$ cat config.mk
export PLATFORM = sky130hd
export DESIGN_NAME = max7219_bcd_convert
export DESIGN_NICKNAME = d
export VERILOG_FILES = /design/src/rtl/max7219_bcd_convert.sv
export SDC_FILE = /design/constraint.sdc
export NUM_CORES = 1
export LEC_CHECK = 0
export BUFFER_PORTS_ARGS = -buffer_cell sky130_fd_sc_hd__buf_2
export CAP_MARGIN = 25
export CORE_ASPECT_RATIO = 0.7
export CORE_UTILIZATION = 56
export CTS_CLUSTER_DIAMETER = 80
export DETAILED_ROUTE_END_ITERATION = 6
export PLACE_DENSITY = 0.79
export RECOVER_POWER = 100
export SLEW_MARGIN = 20
export SYNTH_ARGS = -nofsm -noshare
export SYNTH_HDL_FRONTEND = slang
export SYNTH_SLANG_ARGS = --single-unit
$ cat constraint.sdc
create_clock -name CLK_IN -period 1.7 [get_ports CLK_IN]
set_input_delay 0.17 -clock CLK_IN [delete_from_list [all_inputs] [get_ports CLK_IN]]
set_output_delay 0.17 -clock CLK_IN [all_outputs]
set_load 0.02 [all_outputs]
$ cat src/rtl/max7219_bcd_convert.sv
// Serial double-dabble binary-to-BCD converter feeding the MAX7219 DATA bus.
// Optional overflow saturation is enabled with `define MAX7219_BCD_SATURATE_EN.
module max7219_bcd_convert #(
  parameter int unsigned BIN_WIDTH = 27
) (
  input  logic                 CLK_IN,
  input  logic                 RST,
  input  logic [BIN_WIDTH-1:0] BIN,
  input  logic                 START,
  output logic [31:0]          DATA,
  output logic                 BUSY,
  output logic                 DONE,
  output logic                 OVF
);

  localparam int unsigned CW = $clog2(BIN_WIDTH + 1);

  typedef enum logic {IDLE, SHIFT} state_t;

  state_t                  state_q, state_d;
  logic [BIN_WIDTH-1:0]    bin_q, bin_d;
  logic [31:0]             scr_q, scr_d;
  logic [31:0]             data_q, data_d;
  logic [CW-1:0]           cnt_q, cnt_d;
  logic                    done_q, done_d;
  logic [31:0]             scr_adj;
  logic [31+BIN_WIDTH:0]   shifted;

`ifdef MAX7219_BCD_SATURATE_EN
  localparam logic [31:0] BCD_MAX = 32'd99_999_999;
  logic sat_q, sat_d;
  logic ovf_q, ovf_d;
  logic over_max;

  // Inputs of 26 bits or fewer can never exceed 99,999,999.
  if (BIN_WIDTH <= 26) begin : g_no_cmp
    assign over_max = 1'b0;
  end else begin : g_cmp
    assign over_max = 32'(BIN) > BCD_MAX;
  end
`endif

  always_comb begin
    scr_adj = '0;
    for (int unsigned k = 0; k < 8; k++) begin
      scr_adj[4*k +: 4] = (scr_q[4*k +: 4] >= 4'd5) ? scr_q[4*k +: 4] + 4'd3
                                                      : scr_q[4*k +: 4];
    end
    // Digit 7 carry-out falls off the top, leaving the value mod 10^8.
    shifted = {scr_adj, bin_q} << 1;
  end

  always_comb begin
    state_d = state_q;
    bin_d   = bin_q;
    scr_d   = scr_q;
    cnt_d   = cnt_q;
    data_d  = data_q;
    done_d  = 1'b0;
`ifdef MAX7219_BCD_SATURATE_EN
    sat_d   = sat_q;
    ovf_d   = ovf_q;
`endif
    case (state_q)
      IDLE: begin
        if (START) begin
          bin_d   = BIN;
          scr_d   = '0;
          cnt_d   = CW'(BIN_WIDTH);
          state_d = SHIFT;
`ifdef MAX7219_BCD_SATURATE_EN
          sat_d   = over_max;
`endif
        end
      end
      SHIFT: begin
        scr_d = shifted[31+BIN_WIDTH:BIN_WIDTH];
        bin_d = shifted[BIN_WIDTH-1:0];
        cnt_d = cnt_q - CW'(1);
        if (cnt_q == CW'(1)) begin
          state_d = IDLE;
          done_d  = 1'b1;
`ifdef MAX7219_BCD_SATURATE_EN
          data_d  = sat_q ? 32'h9999_9999 : shifted[31+BIN_WIDTH:BIN_WIDTH];
          ovf_d   = sat_q;
`else
          data_d  = shifted[31+BIN_WIDTH:BIN_WIDTH];
`endif
        end
      end
      default: state_d = IDLE;
    endcase
  end

  always_ff @(posedge CLK_IN) begin
    if (!RST) begin
      state_q <= IDLE;
      bin_q   <= '0;
      scr_q   <= '0;
      cnt_q   <= '0;
      data_q  <= '0;
      done_q  <= 1'b0;
`ifdef MAX7219_BCD_SATURATE_EN
      sat_q   <= 1'b0;
      ovf_q   <= 1'b0;
`endif
    end else begin
      state_q <= state_d;
      bin_q   <= bin_d;
      scr_q   <= scr_d;
      cnt_q   <= cnt_d;
      data_q  <= data_d;
      done_q  <= done_d;
`ifdef MAX7219_BCD_SATURATE_EN
      sat_q   <= sat_d;
      ovf_q   <= ovf_d;
`endif
    end
  end

  assign DATA = data_q;
  assign BUSY = (state_q == SHIFT);
  assign DONE = done_q;
`ifdef MAX7219_BCD_SATURATE_EN
  assign OVF  = ovf_q;
`else
  assign OVF  = 1'b0;
`endif

endmodule

* Word level (Yosys, flattened, before mapping)
Cells that the tools add are included.
Word-level totals: bits in registers 98, output and inout port bits 35, logic and storage cells 46
Operators by class: add/subtract/negate cells 9, magnitude comparators 8, equality and inequality tests 2, mux-type cells 18, bitwise operators 1, reduce and logical (&&, ||, !) cells 2
Operators with widths (count):
- $pmux 32 s2 | 1
- $pmux 27 s2 | 1
- $ge 4x3->1 const B | 8
- $mux 32 | 1
- $add 4x2->4 const B | 7
- $mux 4 | 7
- $mux 27 | 1
- $pmux 5 s2 | 1
- $eq 5x1->1 const B | 1
- $mux 5 | 1
- $sub 5x1->5 const B | 1
- $reduce_and 2->1 | 2
- $add 3x2->3 const B | 1
- $mux 1 | 3
- $mux 3 | 1
- $ne 2x2->1 const B | 1
- $pmux 1 s2 | 1
- $not 1->1 | 1

* Logic depth before layout (Yosys ltp)
Gate-level depths: netlist of the first run.
word-level depth 3, depth in mapped cells 7

* Worst setup path after synthesis of the first run
Ideal clock, no wire load.
kind flip-flop to flip-flop, start register cnt_q[0], end register data_q[10], in the netlist DATA[10], arrival time 1.265 ns, data required time 1.583 ns, path slack 0.318 ns, cell stages (with the launch flop) 6, path buffers 1, period minus slack after synthesis 1.382 ns, cell sequence dfxtp_1 ha_1 nor4b_4 a21oi_2 buf_2 a22o_1
Between the ends: cells in the longest elaborated chain, start to end 2
Ends and longest elaborated chain:
- from (decl) | line 24 | logic [CW-1:0] cnt_q, cnt_d;
- from (signal assigned) | line 111 | cnt_q <= cnt_d;
- $eq 5x1->1 | line 80 | if (cnt_q == CW'(1)) begin
- $reduce_and 2->1 (no line)
- to (signal assigned) | line 112 | data_q <= data_d;
- to (decl) | line 23 | logic [31:0] data_q, data_d;
No other way between the ends. A chain may end at the register's enable or synchronous reset.

* Worst setup path in the final report of the first run
start register state_q, in the netlist BUSY, end output BUSY
RTL lines:
- from (decl) | line 20 | state_t state_q, state_d;
- from (signal assigned) | line 108 | state_q <= state_d;
- to (decl) | line 11 | output logic BUSY,
No word-level cell between the ends.

==> flow_summary.json, run 1 <==
{
  "layout_worst_path_cycle_share": 0.9178,
  "total_count_of_max_transition_violations_in_the_final_report": 0,
  "cts.htree.levels": 3,
  "syn-cell-area_mm2": 0.004315,
  "setup_viol": 0,
  "globalplace.congestion": 0.7666,
  "setup_tns_ps": 0,
  "detailed_place_hpwl_um": 6266,
  "postRouteAntennaNets": 0,
  "routed_wirelength_um": 9258,
  "clock_insertion_delay_worst_skew_ps": 360,
  "fin_total_pwr_w": 0.004690,
  "sequential_cell_area_mm2": 0.001963,
  "tritoncts_clock_tree": "yes",
  "postLayoutCoreUtil": 0.6691,
  "synthesis.instances": 477,
  "synth_enable_flop_cells": 0,
  "maximum_operating_frequency_ghz": 0.6409,
  "crit_required_ps": 1530,
  "syn_nets": 525,
  "cp_data_arrival_time_ps": 1390,
  "power-per-cell-area_mw_per_mm2": 949.2,
  "antenna_found_initial": 0,
  "area_delta_synth_final_pct": 14.50,
  "grt_max_degree": 41,
  "worst_setup_path_end_kind": "primary output",
  "pin_count": 65,
  "coreArea_mm2": 0.007385,
  "num_rows": 26,
  "start_util": 0.5844,
  "cts_made_buffers": 9,
  "rsz0062_at_grt": "no",
  "io_buffers": 63,
  "cts-root-to-sink-buffers": 2,
  "count_of_maximum_capacitance_violations": 0,
  "synth_top_flop_cell": "sky130_fd_sc_hd__dfxtp_1",
  "diodes": 0,
  "fin_skew_ps": 11.42,
  "synthesis.area_per_instance_um2": 9.047,
  "clkSinkCount": 98,
  "power.leakage_nw": 1.985,
  "n_fill_cell": 623,
  "crit_type": "flip-flop to primary output",
  "post-route-worst-setup-slack_ps": 139.7,
  "floorplan.die.width_um": 106.9,
  "ys_types": 33,
  "min_period_ps": 1560,
  "route.detailed.vias_per_inst": 5.575,
  "ys_seq_elements": 98,
  "grt.overflow.total": 0,
  "die_h_um": 75.45,
  "cts-root-buf": "sky130_fd_sc_hd__clkbuf_8",
  "grt.total_usage": 0.2451,
  "yosys_warnings": 0,
  "number_of_optimization_iterations_in_the_first_detailed_route_pass": 4,
  "clkSlewWorstSetupHoldPaths_ps": 90,
  "drive_above_1_share": 0.1206,
  "dr.first_iter.drc_count": 179,
  "hold_viol": 0,
  "place_worst_setup_slack_ps": 87.31,
  "wire_per_inst_um": 14.53,
  "start_kind": "flip-flop",
  "ys_seq_area_frac": 0.4546,
  "detailroute.via_count": 3551,
  "drc": 0,
  "status": "complete, no violations",
  "critical_path_fanouts_max": 40,
  "footprint_of_the_multi_input_gates_mm2": 0.002146,
  "vdd_drop_max_mv": 0.5924,
  "grt_pass1_vias": 3224,
  "finish.net_count": 582,
  "grt_pass1_wl_um": 15150,
  "die_area_mm2": 0.008067,
  "async_set_reset_flop_share_out_of_synthesis": 0,
  "hold_path_class": "input pin to flip-flop"
}
## cell families (layout without fill, tap and decap cells)
| kind of cell | after synthesis | count (layout) | share of synthesized area |
|---|---|---|---|
| multiplexers | 36 | 36 | 0.08379 |
| flip-flops | 98 | 98 | 0.4546 |
| other | 1 | 1 | 0.0008690 |
| XOR/XNOR | 8 | 8 | 0.01624 |
| adder cells (fa/ha/maj) | 18 | 18 | 0.05219 |
| AND/OR/NAND/NOR | 132 | 132 | 0.1525 |
| AO/OA/AOI/OAI | 136 | 136 | 0.1908 |
| buffers and inverters | 48 | 110 | 0.04900 |
## flip-flops by register name, summed over array words and instances, names as in the netlist
register and flops:
DATA 32, bin_q 27, scr_q 32, DONE 1, BUSY 1, cnt_q 5
## through the flow
stage / cells / hold slack [ps] / instance area (um2)
global route: 637 / 72.44 / 4941
detailed placement: 621 / 438.1 / 4713
finish: 637 / 87.99 / 4941
CTS: 637 / 70.24 / 4980
global placement: 621 / 429.8 / 4713
floorplan: 477 / 316.9 / 4315
## power breakdown
group	switching, W	internal [W]
combinational	0.000218	0.000147
sequential	0.0000459	0.00235
clock	0.000763	0.00116
## worst paths after layout
kind | endpoint | startpoint | depth (start not counted) | slack [ps]
worst max register to register | DATA[26]$_SDFFE_PN0P_ | scr_q[25]$_SDFFE_PN0P_ | 6 | 150
worst min-delay path | cnt_q[4]$_SDFFE_PN0P_ | RST | 2 | 90
worst min register to register | DATA[4]$_SDFFE_PN0P_ | DATA[4]$_SDFFE_PN0P_ | 2 | 450
worst max-delay path | BUSY | BUSY$_SDFF_PN0_ | 2 | 140
## area by class of cell
class | instances | share of cell area
sequential | 98 | 0.3973
clock inverter | 5 | 0.02532
timing repair buffer | 74 | 0.07445
multi-input combinational | 331 | 0.4343
clock buffer | 11 | 0.02861
inverter | 20 | 0.01519
tap | 98 | 0.02482
## worst max-delay path, stage by stage (launching register included)
cell	delay (ps)
sky130_fd_sc_hd__dfxtp_2	490
sky130_fd_sc_hd__buf_6	310
sky130_fd_sc_hd__clkbuf_2	220
## cell usage after synthesis (2+ instances only)
cell / instances / area [um2]
sky130_fd_sc_hd__a211oi_1: 2 / 15.01
sky130_fd_sc_hd__a21oi_1: 60 / 300.3
sky130_fd_sc_hd__a22o_1: 33 / 289.0
sky130_fd_sc_hd__buf_2: 16 / 80.08
sky130_fd_sc_hd__clkbuf_1: 9 / 33.78
sky130_fd_sc_hd__dfxtp_1: 98 / 1962
sky130_fd_sc_hd__ha_1: 18 / 225.2
sky130_fd_sc_hd__inv_1: 18 / 67.56
sky130_fd_sc_hd__inv_2: 2 / 7.510
sky130_fd_sc_hd__mux2i_1: 35 / 350.3
sky130_fd_sc_hd__nand2_1: 25 / 93.84
sky130_fd_sc_hd__nand2b_1: 8 / 50.05
sky130_fd_sc_hd__nand3_1: 8 / 40.04
sky130_fd_sc_hd__nor2_1: 56 / 210.2
sky130_fd_sc_hd__nor2b_1: 2 / 12.51
sky130_fd_sc_hd__nor3_1: 5 / 25.02
sky130_fd_sc_hd__nor3b_1: 23 / 172.7
sky130_fd_sc_hd__o21ai_0: 25 / 125.1
sky130_fd_sc_hd__o21ai_1: 13 / 65.06
sky130_fd_sc_hd__xnor2_1: 8 / 70.07
## what timing repair did
item,4_1_cts,5_1_grt
hold buffers,0,0
gates resized for setup,0,3
setup endpoints to repair,0,3
setup buffers,0,0
endpoints found under the hold margin,0,0
## cells in the final DEF (no fill, tap or decap), types with 18 or more instances in the layout
master / instances
sky130_fd_sc_hd__nor2_1: 56
sky130_fd_sc_hd__buf_2: 29
sky130_fd_sc_hd__nor3b_1: 23
sky130_fd_sc_hd__dfxtp_1: 97
sky130_fd_sc_hd__mux2i_1: 35
sky130_fd_sc_hd__o21ai_0: 35
sky130_fd_sc_hd__ha_1: 18
sky130_fd_sc_hd__inv_1: 18
sky130_fd_sc_hd__clkbuf_1: 34
sky130_fd_sc_hd__nand2_1: 25
sky130_fd_sc_hd__a22o_1: 33
sky130_fd_sc_hd__a21oi_1: 59
## routing by layer
layer,share of wire,wire length (um),global-route usage,up-vias
met5,0,0,0,-
met4,0.0079,73,0.07458,0
met3,0.051,475,0.07015,10
met2,0.46,4278,0.4057,106
met1,0.48,4430,0.3164,1660
li1,-,-,-,1775
(Power assumes the default switching activity.)
==> run 2: changes to the inputs <==
- CORE_UTILIZATION: 56 -> 61
- PLACE_DENSITY: 0.79 -> 0.85
- clock period: 1.7 -> 1.8 ns (I/O delays scaled with it)
==> flow_summary.json, run 2 (synthesized netlist as in run 1, its figures left out) <==
{
  "vdd_drop_max_mv": 0.6118,
  "die_h_um": 72.37,
  "sw_frac_of_total": 0.2486,
  "grt_pass1_wl_um": 15580,
  "wl_met2_um": 4296,
  "coreArea_mm2": 0.006788,
  "power.combinational.fraction": 0.085,
  "m1WireLength_um": 4382,
  "place_worst_setup_slack_ps": 125.8,
  "fin_area_mm2": 0.004923,
  "crit_required_ps": 2060,
  "cts.htree.levels": 3,
  "worst_setup_path_end_kind": "flip-flop",
  "globalplace.congestion": 0.7976,
  "num_rows": 25,
  "drc": 0,
  "setup_viol": 0,
  "clock_insertion_delay_worst_skew_ps": 370,
  "io_buffers": 63,
  "wire_per_inst_um": 14.69,
  "detailed_place_hpwl_um": 6354,
  "total_count_of_max_transition_violations_in_the_final_report": 0,
  "crit_type": "flip-flop to flip-flop",
  "n_fill_cell": 537,
  "clkSlewWorstSetupHoldPaths_ps": 90,
  "finish.net_count": 583,
  "count_of_maximum_capacitance_violations": 0,
  "hold_viol": 0,
  "hold_path_class": "input pin to flip-flop",
  "min_period_ps": 1689,
  "clkSinkCount": 98,
  "postRouteAntennaNets": 0,
  "grt_pass1_vias": 3339,
  "detailroute.via_count": 3572,
  "number_of_optimization_iterations_in_the_first_detailed_route_pass": 4,
  "clock_power_share": 0.377,
  "power-per-cell-area_mw_per_mm2": 855.2,
  "fin_skew_ps": 12.41,
  "power.leakage_nw": 1.967,
  "p_int_w": 0.003164,
  "cts-root-to-sink-buffers": 2,
  "tritoncts_clock_tree": "yes",
  "layout_worst_path_cycle_share": 0.9386,
  "cts_hold_buf": 0,
  "area_delta_synth_final_pct": 14.09,
  "start_kind": "flip-flop",
  "dr.first_iter.drc_count": 153,
  "start_util": 0.6358,
  "grt.overflow.total": 0,
  "grt_max_degree": 47,
  "placement.cell_area_mm2": 0.004741,
  "pin_count": 65,
  "grt.total_usage": 0.2727,
  "power.switching_w": 0.001047,
  "rsz0062_at_grt": "no",
  "antenna_found_initial": 0,
  "critical_path_fanouts_max": 46,
  "slew_headroom": 0.6541,
  "floorplan.die.width_um": 102.5,
  "top_layer": "met4",
  "status": "complete, no violations",
  "cp_data_arrival_time_ps": 1950,
  "diodes": 0,
  "cts-root-buf": "sky130_fd_sc_hd__clkbuf_8",
  "drive_above_1_share": 0.1185,
  "maximum_operating_frequency_ghz": 0.5919,
  "cts_made_buffers": 9,
  "die_area_mm2": 0.007420,
  "routed_wirelength_um": 9316,
  "layout.cells.most_common_list": "sky130_fd_sc_hd__dfxtp_1, sky130_fd_sc_hd__a21oi_1, sky130_fd_sc_hd__nor2_1",
  "timing_worst_slew_pin_value_ps": 518.9,
  "final_common_cell": "sky130_fd_sc_hd__dfxtp_1",
  "post-route-worst-setup-slack_ps": 110.5,
  "setup_tns_ps": 0,
  "met3_length_um": 540,
  "route.detailed.vias_per_inst": 5.634,
  "sequentialPowerShare": 0.538
}
## run 2: cell types whose count changed in the layout (fill, tap and decap cells not counted), sizes merged
cell      delta
buf          +1
inv          +2
clkinvlp     +2
clkbuf       -2
bufinv       -2
## run 2: critical path, cell delays in order, from the launching register on
cell and delay, ps:
sky130_fd_sc_hd__dfxtp_1 650, sky130_fd_sc_hd__buf_12 280, sky130_fd_sc_hd__nor3_1 100, sky130_fd_sc_hd__clkbuf_1 250, sky130_fd_sc_hd__a22o_1 290
## run 2: what timing repair did
action,CTS,global route
resized for setup,0,2
buffers inserted,0,0
setup endpoints to repair,0,21
## run 2: metal layers
layer | up-vias | global-route usage
met5 | - | 0
met4 | 0 | 0.06508
met3 | 12 | 0.07322
met2 | 108 | 0.4481
met1 | 1673 | 0.3576
li1 | 1779 | -
## run 2: stage by stage
stage            util  hold slack, ps  power [W]  instances
2_1_floorplan       -           326.9   0.002555        477
3_3_place_gp   0.6984           433.0   0.002653        618
3_5_place_dp   0.6984           437.7   0.002671        618
4_1_cts        0.7316           91.57   0.004215        634
5_1_grt        0.7253           89.96   0.004351        634
6_report       0.7253           101.4   0.004211        634
## run 2: area by class of cell
type | count | area, um2 | share of cell area
multi-input cells | 331 | 2148 | 0.4363
flip-flops and latches | 98 | 1962 | 0.3985
repair buffers | 75 | 395.4 | 0.08030
clock buffers | 9 | 123.9 | 0.02516
well taps | 94 | 117.6 | 0.02389
clock inverters | 7 | 101.3 | 0.02058
inverters | 20 | 75.07 | 0.01525
## run 2: power groups by stage
stage	registers (W)	logic (W)	clock network [W]
final	0.00227	0.000358	0.00159
after global routing	0.00227	0.000400	0.00168
after CTS	0.00226	0.000358	0.00159
after detailed placement	0.00231	0.000356	0
after global placement	0.00231	0.000342	0
after floorplan	0.00230	0.000252	0
## run 2: path summary, 6_finish.rpt
path	startpoint	endpoint	slack, ps	cells past startpoint
setup / recovery	BUSY$_SDFF_PN0_	scr_q[2]$_SDFFE_PN0P_	110	4
hold / removal	RST	cnt_q[4]$_SDFFE_PN0P_	100	2
setup reg to reg	BUSY$_SDFF_PN0_	scr_q[2]$_SDFFE_PN0P_	110	4
hold reg to reg	DATA[4]$_SDFFE_PN0P_	DATA[4]$_SDFFE_PN0P_	460	2
==> run 3: changes to the inputs <==
- ABC_AREA: not set -> 1
- PLACE_DENSITY: 0.85 -> 0.84
==> flow_summary.json, run 3 <==
{
  "timing.critical_path.max_delay_family": "buffers and inverters",
  "finish.net_count": 756,
  "layout_worst_path_cycle_share": 0.8900,
  "cts_made_buffers": 9,
  "synthesis.area_per_instance_um2": 7.009,
  "grt.total_usage": 0.2710,
  "clkSlewWorstSetupHoldPaths_ps": 90,
  "routed_wirelength_um": 10180,
  "setup_tns_ps": 0,
  "number_of_optimization_iterations_in_the_first_detailed_route_pass": 5,
  "n_fill_cell": 652,
  "cts_hold_buf": 0,
  "ys_seq_elements": 98,
  "grt_max_degree": 63,
  "synth_top_flop_cell": "sky130_fd_sc_hd__dfxtp_1",
  "synth_area_leaders": "sky130_fd_sc_hd__dfxtp_1, sky130_fd_sc_hd__nand2_1, sky130_fd_sc_hd__nand3_1",
  "io_buffers": 63,
  "start_kind": "flip-flop",
  "power.leakage_nw": 2.474,
  "pin_count": 65,
  "sw_frac_of_total": 0.2472,
  "footprint_of_the_multi_input_gates_mm2": 0.002193,
  "globalplace.congestion": 0.8650,
  "cells_resized_by_post_cts_repair": 0,
  "grt_pass1_vias": 4050,
  "sequentialPowerShare": 0.566,
  "final_common_cell": "sky130_fd_sc_hd__nand2_1",
  "cts-root-to-sink-buffers": 2,
  "cp_data_arrival_time_ps": 1420,
  "power-per-cell-area_mw_per_mm2": 783.1,
  "syn-cell-area_mm2": 0.004577,
  "crit_chain": "buf_4 -> clkbuf_1",
  "synthesis.instances": 653,
  "antenna_found_initial": 0,
  "cts_setup_buffers": 0,
  "coreArea_mm2": 0.007287,
  "crit_required_ps": 1620,
  "synth.cells.most_frequent": "sky130_fd_sc_hd__nand2_1, sky130_fd_sc_hd__dfxtp_1, sky130_fd_sc_hd__nand3_1, sky130_fd_sc_hd__inv_1, sky130_fd_sc_hd__a21oi_1",
  "tritoncts_clock_tree": "yes",
  "maximum_operating_frequency_ghz": 0.6242,
  "die_h_um": 74.47,
  "cts.htree.levels": 3,
  "start_util": 0.6281,
  "detailed_place_hpwl_um": 6894,
  "post-route-worst-setup-slack_ps": 198.0,
  "critical_path.n_buffers_inverters": 2,
  "hold_path_class": "input pin to flip-flop",
  "layout.cells.most_common_list": "sky130_fd_sc_hd__nand2_1, sky130_fd_sc_hd__dfxtp_1, sky130_fd_sc_hd__nand3_1",
  "status": "complete, no violations",
  "power.combinational.fraction": 0.083,
  "crit_type": "flip-flop to primary output",
  "fin_hold_ws_ps": 73.91,
  "detailroute.via_count": 4314,
  "drive_above_1_share": 0.08439,
  "total_count_of_max_transition_violations_in_the_final_report": 0,
  "syn_nets": 701,
  "cts-root-buf": "sky130_fd_sc_hd__clkbuf_8",
  "post-synth-top-area-fraction": 0.4286,
  "floorplan.die.width_um": 105.5,
  "worst_setup_path_end_kind": "primary output",
  "postRouteAntennaNets": 0,
  "clock_insertion_delay_worst_skew_ps": 360,
  "grt_pass1_wl_um": 17190,
  "die_area_mm2": 0.007859,
  "route.detailed.vias_per_inst": 5.333,
  "fin_skew_ps": 9.287,
  "synth_top_cell_by_area": "sky130_fd_sc_hd__dfxtp_1",
  "timing.critical_path.slowest_cell_delay_ps": 510,
  "synthMostInstantiatedCell": "sky130_fd_sc_hd__nand2_1",
  "rsz0062_at_grt": "no",
  "yosys_warnings": 0,
  "critical_path_fanouts_max": 17,
  "setup_viol": 0,
  "clock_power_share": 0.351,
  "count_of_maximum_capacitance_violations": 0,
  "diodes": 0,
  "grt.overflow.total": 0,
  "place_worst_setup_slack_ps": 349.2,
  "hold_viol": 0,
  "wire_per_inst_um": 12.58,
  "area_delta_synth_final_pct": 11.04,
  "sequential_cell_area_mm2": 0.001962,
  "p_int_w": 0.002996,
  "power.switching_w": 0.0009837,
  "async_set_reset_flop_share_out_of_synthesis": 0,
  "synth_enable_flop_cells": 0,
  "min_period_ps": 1602,
  "clkSinkCount": 98,
  "vdd_drop_max_mv": 0.7352,
  "ys_types": 23,
  "ys_seq_area_frac": 0.4286,
  "drc": 0,
  "dr.first_iter.drc_count": 248,
  "num_rows": 26,
  "cp_max_delay_cell": "sky130_fd_sc_hd__dfxtp_1"
}
## run 3: changes by cell type after synthesis, moves of 16 or more
cell / previous run / this run
sky130_fd_sc_hd__nand2_1: 25 / 265
sky130_fd_sc_hd__nand3_1: 8 / 75
sky130_fd_sc_hd__nand4_1: 0 / 16
sky130_fd_sc_hd__mux2i_1: 35 / 0
sky130_fd_sc_hd__inv_1: 18 / 64
sky130_fd_sc_hd__nor3b_1: 23 / 0
sky130_fd_sc_hd__nor2_1: 56 / 3
sky130_fd_sc_hd__a22o_1: 33 / 0
## run 3: power by group through the flow
stage / sequential, W / combinational (W) / clock [W]
after floorplan: 0.00230 / 0.000240 / 0
after global placement: 0.00230 / 0.000317 / 0
after detailed placement: 0.00230 / 0.000328 / 0
after CTS: 0.00225 / 0.000331 / 0.00143
after global routing: 0.00226 / 0.000372 / 0.00151
final: 0.00225 / 0.000329 / 0.00140
## run 3: worst paths after layout
kind | from | endpoint | slack (ps) | depth (start not counted)
worst max-delay path | BUSY$_SDFF_PN0_ | BUSY | 200 | 2
worst min-delay path | BIN[0] | bin_q[0]$_SDFFE_PN0P_ | 70 | 3
worst max register to register | BUSY$_SDFF_PN0_ | bin_q[7]$_SDFFE_PN0P_ | 220 | 7
worst min register to register | DATA[7]$_SDFFE_PN0P_ | DATA[7]$_SDFFE_PN0P_ | 450 | 2
## run 3: tightest hold or removal path: cells and delay by family
kind / cells / cell delay, ps
buffers and inverters: 1 / 100
AO/OA/AOI/OAI: 1 / 60
AND/OR/NAND/NOR: 1 / 50
## run 3: metal layers
| metal | global-route usage | up-vias | part of all wire |
|---|---|---|---|
| li1 | - | 2202 | - |
| met4 | 0.1111 | 0 | 0.012 |
| met5 | 0 | - | 0 |
| met2 | 0.4781 | 145 | 0.48 |
| met1 | 0.3243 | 1951 | 0.44 |
| met3 | 0.06748 | 16 | 0.063 |
## run 3: logic make-up after synthesis
| kind of cell | Yosys count | share of synthesized area |
|---|---|---|
| AND/OR/NAND/NOR | 366 | 0.3395 |
| flip-flops | 98 | 0.4286 |
| buffers and inverters | 94 | 0.09103 |
| AO/OA/AOI/OAI | 76 | 0.09076 |
| adder cells (fa/ha/maj) | 18 | 0.04921 |
| other | 1 | 0.0008193 |
## run 3: area by class of cell
class / instances / area share
multi-input cells: 461 / 0.4316
flip-flops and latches: 98 / 0.3860
repair buffers: 72 / 0.07189
inverters: 66 / 0.04874
clock buffers: 10 / 0.02708
well taps: 98 / 0.02413
clock inverters: 4 / 0.01059
## run 3: per-stage QoR
step                      utilization  area (um2)  power, W  std cells
after floorplan                     -        4577  0.002536        653
after global placement         0.6779        4940  0.002617        795
after detailed placement       0.6779        4940  0.002632        795
after CTS                      0.7042        5131  0.004016        809
after global routing           0.6975        5082  0.004141        809
final                          0.6975        5082  0.003980        809
